`src/rtl/i2c_target_pkg.sv`:
```
// i2c_target_pkg: shared FSM state encoding and bus-level constants for the I2C target.
package i2c_target_pkg;
  typedef enum logic [2:0] {IDLE, ADDR, ADDR_ACK, RX, RX_ACK, TX, TX_ACK, WAIT_STOP} state_t;
  localparam logic SDA_ACK  = 1'b0;
  localparam logic SDA_NACK = 1'b1;
  localparam logic BUS_IDLE = 1'b1;
endpackage

```
`src/rtl/i2c_bus_sync.sv`:
```
// i2c_bus_sync: synchronizes SCL/SDA and flags SCL edges plus START/STOP conditions.
module i2c_bus_sync
  import i2c_target_pkg::*;
#(
  parameter int SYNC_STAGES = 2
) (
  input  logic clk_i,
  input  logic rst_n_i,
  input  logic scl_i,
  input  logic sda_i,
  output logic sda,
  output logic scl_rise,
  output logic scl_fall,
  output logic start,
  output logic stop
);
  logic [SYNC_STAGES-1:0] scl_sr, sda_sr;
  logic scl_s, scl_q, sda_q;
  always_ff @(posedge clk_i or negedge rst_n_i)
    if (!rst_n_i) begin
      scl_sr <= {SYNC_STAGES{BUS_IDLE}};
      sda_sr <= {SYNC_STAGES{BUS_IDLE}};
      scl_q  <= BUS_IDLE;
      sda_q  <= BUS_IDLE;
    end else begin
      scl_sr <= {scl_sr[SYNC_STAGES-2:0], scl_i};
      sda_sr <= {sda_sr[SYNC_STAGES-2:0], sda_i};
      scl_q  <= scl_s;
      sda_q  <= sda;
    end
  assign scl_s    = scl_sr[SYNC_STAGES-1];
  assign sda      = sda_sr[SYNC_STAGES-1];
  assign scl_rise = scl_s && !scl_q;
  assign scl_fall = !scl_s && scl_q;
  assign start    = scl_s && scl_q && sda_q && !sda;
  assign stop     = scl_s && scl_q && !sda_q && sda;
endmodule

```
`src/rtl/i2c_target_core.sv`:
```
// i2c_target_core: I2C target FSM with byte-wide rx/tx handshakes on an open-drain bus.
// Define I2C_TARGET_STRETCH_EN to stretch SCL instead of flagging overrun/underrun.
module i2c_target_core
  import i2c_target_pkg::*;
#(
  parameter int SYNC_STAGES = 2
) (
  input  logic       clk_i,
  input  logic       rst_n_i,
  input  logic       en_i,
  input  logic [6:0] own_addr_i,
  input  logic       scl_i,
  input  logic       sda_i,
  output logic       scl_o,
  output logic       sda_o,
  output logic       scl_dir_o,
  output logic       sda_dir_o,
  output logic [7:0] rx_data_o,
  output logic       rx_valid_o,
  input  logic       rx_ready_i,
  input  logic [7:0] tx_data_i,
  input  logic       tx_valid_i,
  output logic       tx_ready_o,
  output logic       sel_o,
  output logic       rw_o,
  output logic       start_o,
  output logic       stop_o,
  output logic       ovr_o,
  output logic       udr_o
);
  state_t state_q, state_d;
  logic sda, scl_rise, scl_fall, start, stop, ev_ok, tx_load, addr_hit, phase, ack;
  logic [2:0] cnt;
  logic [7:0] shreg;
`ifdef I2C_TARGET_STRETCH_EN
  logic stretch;
`endif
  i2c_bus_sync #(.SYNC_STAGES(SYNC_STAGES)) u_sync (
    .clk_i(clk_i), .rst_n_i(rst_n_i), .scl_i(scl_i), .sda_i(sda_i), .sda(sda),
    .scl_rise(scl_rise), .scl_fall(scl_fall), .start(start), .stop(stop)
  );
  assign scl_o    = 1'b0;
  assign sda_o    = 1'b0;
  assign ev_ok    = en_i && !start && !stop;
  assign addr_hit = shreg[6:0] == own_addr_i;
  // phase marks the second half of an ACK slot; the next falling edge hands over to the data byte
  assign tx_load  = ev_ok && scl_fall && phase && (state_q == TX_ACK || (state_q == ADDR_ACK && rw_o));
  always_ff @(posedge clk_i or negedge rst_n_i)
    if (!rst_n_i) state_q <= IDLE;
    else state_q <= state_d;
  always_comb begin
    state_d = state_q;
    if (!en_i) state_d = IDLE;
    else if (start) state_d = ADDR;
    else if (stop) state_d = IDLE;
    else
      case (state_q)
        ADDR:     if (scl_rise && cnt == 3'd7) state_d = addr_hit ? ADDR_ACK : WAIT_STOP;
        ADDR_ACK: if (scl_fall && phase) state_d = rw_o ? TX : RX;
        RX:       if (scl_rise && cnt == 3'd7) state_d = RX_ACK;
        RX_ACK:   if (scl_fall && phase) state_d = RX;
        TX:       if (scl_fall && cnt == 3'd7) state_d = TX_ACK;
        TX_ACK:   state_d = (scl_rise && sda == SDA_NACK) ? WAIT_STOP : (scl_fall && phase) ? TX : TX_ACK;
        default:  ;
      endcase
  end
  always_comb begin
    sda_dir_o = en_i && ((state_q == ADDR_ACK && phase) || (state_q == RX_ACK && phase && ack) ||
                         (state_q == TX && !shreg[7]));
`ifdef I2C_TARGET_STRETCH_EN
    scl_dir_o = en_i && stretch;
`else
    scl_dir_o = 1'b0;
`endif
  end
  always_ff @(posedge clk_i or negedge rst_n_i)
    if (!rst_n_i) begin
      cnt        <= '0;
      shreg      <= '0;
      phase      <= 1'b0;
      ack        <= 1'b0;
      rx_data_o  <= '0;
      rx_valid_o <= 1'b0;
      tx_ready_o <= 1'b0;
      sel_o      <= 1'b0;
      rw_o       <= 1'b0;
      start_o    <= 1'b0;
      stop_o     <= 1'b0;
      ovr_o      <= 1'b0;
      udr_o      <= 1'b0;
`ifdef I2C_TARGET_STRETCH_EN
      stretch    <= 1'b0;
`endif
    end else begin
      start_o    <= en_i && start;
      stop_o     <= en_i && stop;
      tx_ready_o <= 1'b0;
      if (rx_valid_o && rx_ready_i) rx_valid_o <= 1'b0;
      if (!ev_ok) begin
        cnt   <= '0;
        phase <= 1'b0;
        sel_o <= 1'b0;
`ifdef I2C_TARGET_STRETCH_EN
        stretch <= 1'b0;
`endif
        if (en_i && start) {ovr_o, udr_o} <= 2'b00;
      end else begin
        case (state_q)
          ADDR: if (scl_rise) begin
            shreg <= {shreg[6:0], sda};
            cnt   <= cnt + 3'd1;
            if (cnt == 3'd7 && addr_hit) {sel_o, rw_o} <= {1'b1, sda};
          end
          ADDR_ACK: if (scl_fall) phase <= !phase;
          RX: if (scl_rise) begin
            shreg <= {shreg[6:0], sda};
            cnt   <= cnt + 3'd1;
            if (cnt == 3'd7) begin
              ack <= !rx_valid_o;
              if (!rx_valid_o) {rx_data_o, rx_valid_o} <= {shreg[6:0], sda, 1'b1};
`ifndef I2C_TARGET_STRETCH_EN
              if (rx_valid_o) ovr_o <= 1'b1;
`endif
            end
          end
          RX_ACK: begin
            if (scl_fall) phase <= !phase;
`ifdef I2C_TARGET_STRETCH_EN
            if (scl_fall && !phase && !ack) stretch <= 1'b1;
            if (stretch && !rx_valid_o) {rx_data_o, rx_valid_o, ack, stretch} <= {shreg, 3'b110};
`endif
          end
          TX: begin
            if (scl_fall) begin
              shreg <= {shreg[6:0], 1'b1};
              cnt   <= cnt + 3'd1;
            end
`ifdef I2C_TARGET_STRETCH_EN
            if (stretch && tx_valid_i) {shreg, tx_ready_o, stretch} <= {tx_data_i, 2'b10};
`endif
          end
          TX_ACK: if (scl_rise && sda == SDA_ACK) phase <= 1'b1;
                  else if (scl_fall && phase) phase <= 1'b0;
          default: ;
        endcase
        if (tx_load) begin
          cnt <= '0;
`ifdef I2C_TARGET_STRETCH_EN
          if (tx_valid_i) {shreg, tx_ready_o} <= {tx_data_i, 1'b1};
          else {shreg, stretch} <= {8'hFF, 1'b1};
`else
          shreg      <= tx_valid_i ? tx_data_i : 8'hFF;
          tx_ready_o <= tx_valid_i;
          udr_o      <= udr_o || !tx_valid_i;
`endif
        end
      end
    end
endmodule

```
`config.mk`:
```
export PLATFORM = sky130hd
export DESIGN_NAME = i2c_target_core
export DESIGN_NICKNAME = d
export VERILOG_FILES = /design/src/rtl/i2c_target_pkg.sv /design/src/rtl/i2c_bus_sync.sv /design/src/rtl/i2c_target_core.sv
export SDC_FILE = /design/constraint.sdc
export NUM_CORES = 1
export LEC_CHECK = 0
export CORE_ASPECT_RATIO = 0.6
export CORE_MARGIN = 2
export CORE_UTILIZATION = 47
export CTS_CLUSTER_DIAMETER = 40
export CTS_CLUSTER_SIZE = 24
export DETAILED_ROUTE_END_ITERATION = 12
export PLACE_DENSITY = 0.75
export SKIP_CTS_REPAIR_TIMING = 1
export SYNTH_ARGS = -nofsm -noshare
export SYNTH_HDL_FRONTEND = slang
export SYNTH_SLANG_ARGS = --single-unit
export TNS_END_PERCENT = 1
```
`constraint.sdc`:
```
create_clock -name clk_i -period 3.1 [get_ports clk_i]
set_input_delay 0.465 -clock clk_i [delete_from_list [all_inputs] [get_ports clk_i]]
set_output_delay 0.465 -clock clk_i [all_outputs]
set_load 0.1 [all_outputs]
```
==> summary.txt <==
Outcome
  • Status: completed

STA
  • F_max: 407 MHz
  • RSZ-0062 raised after global routing: no
  • Endpoints failing hold: 0
  • Worst hold slack: 0.267 ns
  • Slew Limit Headroom: 0.449
  • Final Max Slew Viols: 0
  • Clock skew: 0.00419 ns
  • Final setup viols: 0
  • Final period util: 0.792
  • Setup TNS: 0 ns
  • Minimum clock period after layout: 2.46 ns
  • Worst Max-Slew Pin Slew: 0.827 ns

Placement
  • Final Wtd Congestion: 0.922
  • Placed Cells: 263
  • Buffers on Ports: 38
  • Post-DP HPWL: 3390 µm

Min path
  • Hold/Removal Path Class: primary input to async pin

Synthesis
  • Area leader, netlist: dfrtp_1
  • Syn Area/Cell: 10.5 µm²
  • Register area share after synthesis: 0.497
  • Asr flop ratio synth: 1.00
  • Top_reg_cell synth: dfrtp_1
  • Cell Area, Synth: 1930 µm²
  • Cells after synthesis: 184
  • Synth top area cells: dfrtp_1, dfstp_2, mux2_2
  • Post-synth EDFFs: 0
  • Share of the synthesized area in the top cell type: 0.415
  • Commonest cells post-synth: dfrtp_1, nand2_1, nor2_1, nor3_1, mux2_2
  • Most common cell in the netlist: dfrtp_1
  • Seq cells post-synth: 38
  • Post-synth cell types: 48
  • Yosys Warn Count: 0

Clock network
  • H-tree Lvls: 2
  • CTS max path bufs: 2
  • Clock slew seen by the registers of the worst setup and hold paths: 0.07 ns
  • TritonCTS clock tree: done
  • Clock Sinks: 38
  • Skew-Pair Late Insertion Delay: 0.29 ns
  • CTS root buffer: clkbuf_8
  • TritonCTS Buffers: 5

Route
  • Drt first pass iters: 4
  • Per-cell routed wire length: 16.8 µm
  • Vias: 1561
  • Final WL: 4550 µm
  • Drt first-iter violations: 182
  • DR DRC count: 0
  • Antenna-violating nets left: 0
  • Via density: 5.76

Global routing
  • Vias in the first global route: 1502
  • First-pass GRT wire length: 7380 µm
  • Initial antenna violation count: 0
  • GRT Util Overall: 0.215
  • Largest net degree at the start of global routing: 39
  • GRT overflow: 0

Floorplanning
  • Initial Util: 0.507
  • Row count: 17
  • Die area: 4650 µm²
  • Die Width: 86.7 µm
  • Die H: 53.6 µm
  • # IOs: 42
  • Core area: 3810 µm²

Final layout
  • Final Instance Count excl. Fillers: 271
  • Util after Layout: 0.619
  • Multi-input gate area: 887 µm²
  • Layout cells sized above 1: 0.228
  • Layout net count: 247
  • Register Area: 958 µm²
  • Fillcell total: 300
  • N_diodes: 0
  • Area growth syn-to-layout: 22.2%

Power
  • Peak supply drop: 0.000256 V
  • Pleak: 1.08 nW
  • Pwr Total: 1.09 mW
  • Pwr Density: 460 nW/µm²

Setup path
  • Crit Path Class: register to output pin
  • Worst setup SP type: register
  • Data arrival, critical path: 1.99 ns
  • CP required: 2.63 ns
  • Worst Path Max Fanout: 11
  • Crit path capture type: output pin

Flow run
  • MaxCap Viol Count: 0
-- worst max-delay path: stages (launching register included) --
cell and delay [ns]:
dfrtp_1 0.57, nor2b_1 0.38, nand2_1 0.09, o22ai_1 0.19, and2_1 0.17, buf_4 0.29
-- report_power, final --
| part | total (mW) | switching [mW] | internal [mW] |
|---|---|---|---|
| Clock | 0.356 | 0.176 | 0.179 |
| Combinational | 0.163 | 0.0926 | 0.0700 |
| Sequential | 0.568 | 0.0434 | 0.524 |
-- layer usage --
metal  GRT usage  wire (µm)  vias up
met2       0.313       2050       59
li1            -          -      723
met5           0          0        -
met1       0.303       2130      772
met4      0.0677         46        0
met3      0.0752        330        7
-- area by class of cell --
class | count | area share
clock inverters | 1 | 0.00212
repair buffers | 39 | 0.144
well taps | 47 | 0.0249
clock buffers | 7 | 0.0366
inverters | 6 | 0.00955
flip-flops and latches | 38 | 0.406
multi-input cells | 133 | 0.376
-- state kept, by name, summed over array words and instances (netlist names) --
name and cells:
ovr_o 1, sel_o 1, rx_data_o 8, udr_o 1, u_sync.sda_sr 2, u_sync.scl_sr 2
tx_ready_o 1, u_sync.sda_q 1, rx_valid_o 1, stop_o 1, state_q 3, rw_o 1
phase 1, u_sync.scl_q 1, shreg 8, cnt 3, ack 1, start_o 1
-- per-stage QoR --
step / cell area, µm² / setup WS [ns]
floorplan: 1940 / 0.862
global placement: 2270 / 0.788
detailed placement: 2270 / 0.662
CTS: 2360 / 0.659
global route: 2360 / 0.484
finish: 2360 / 0.644
-- worst paths after layout --
| check | slack, ns | end | start | cells past startpoint |
|---|---|---|---|---|
| max reg2reg | 0.95 | rx_data_o[6]$_DFFE_PN0P_ | cnt[0]$_DFFE_PN0P_ | 7 |
| max in group asynchronous | 2.31 | shreg[3]$_DFFE_PN0P_ | rst_n_i | 1 |
| min in group clk_i | 0.36 | u_sync.sda_sr[1]$_DFF_PN1_ | u_sync.sda_sr[0]$_DFF_PN1_ | 0 |
| max | 0.64 | sda_dir_o | state_q[2]$_DFFE_PN0P_ | 5 |
| min reg2reg | 0.36 | u_sync.sda_sr[1]$_DFF_PN1_ | u_sync.sda_sr[0]$_DFF_PN1_ | 0 |
| min | 0.27 | stop_o$_DFF_PN0_ | rst_n_i | 1 |
-- cell usage in the layout (no fill, tap or decap), types with 3 or more instances in the layout --
cell type / n
o21ai_0: 6
clkbuf_8: 6
o31ai_1: 7
nor2_1: 16
nor3b_1: 4
nand2_1: 17
nor3_1: 12
mux2_2: 9
buf_4: 18
xor2_1: 4
dfrtp_1: 32
inv_1: 5
and2_1: 3
a21oi_1: 6
conb_1: 3
xnor2_1: 5
clkdlybuf4s50_1: 20
dfstp_2: 6
nand2b_1: 3
nand4_1: 3
-- kinds of logic after synthesis --
group                    Yosys count  share of synthesized area
flip-flops                        38                      0.497
adder cells (fa/ha/maj)            2                     0.0130
other                              1                    0.00194
buffers and inverters             15                     0.0473
multiplexers                      11                     0.0629
XOR/XNOR                           9                     0.0409
AO/OA/AOI/OAI                     37                      0.140
AND/OR/NAND/NOR                   71                      0.197
No activity file was read; power rests on OpenSTA's default activity.
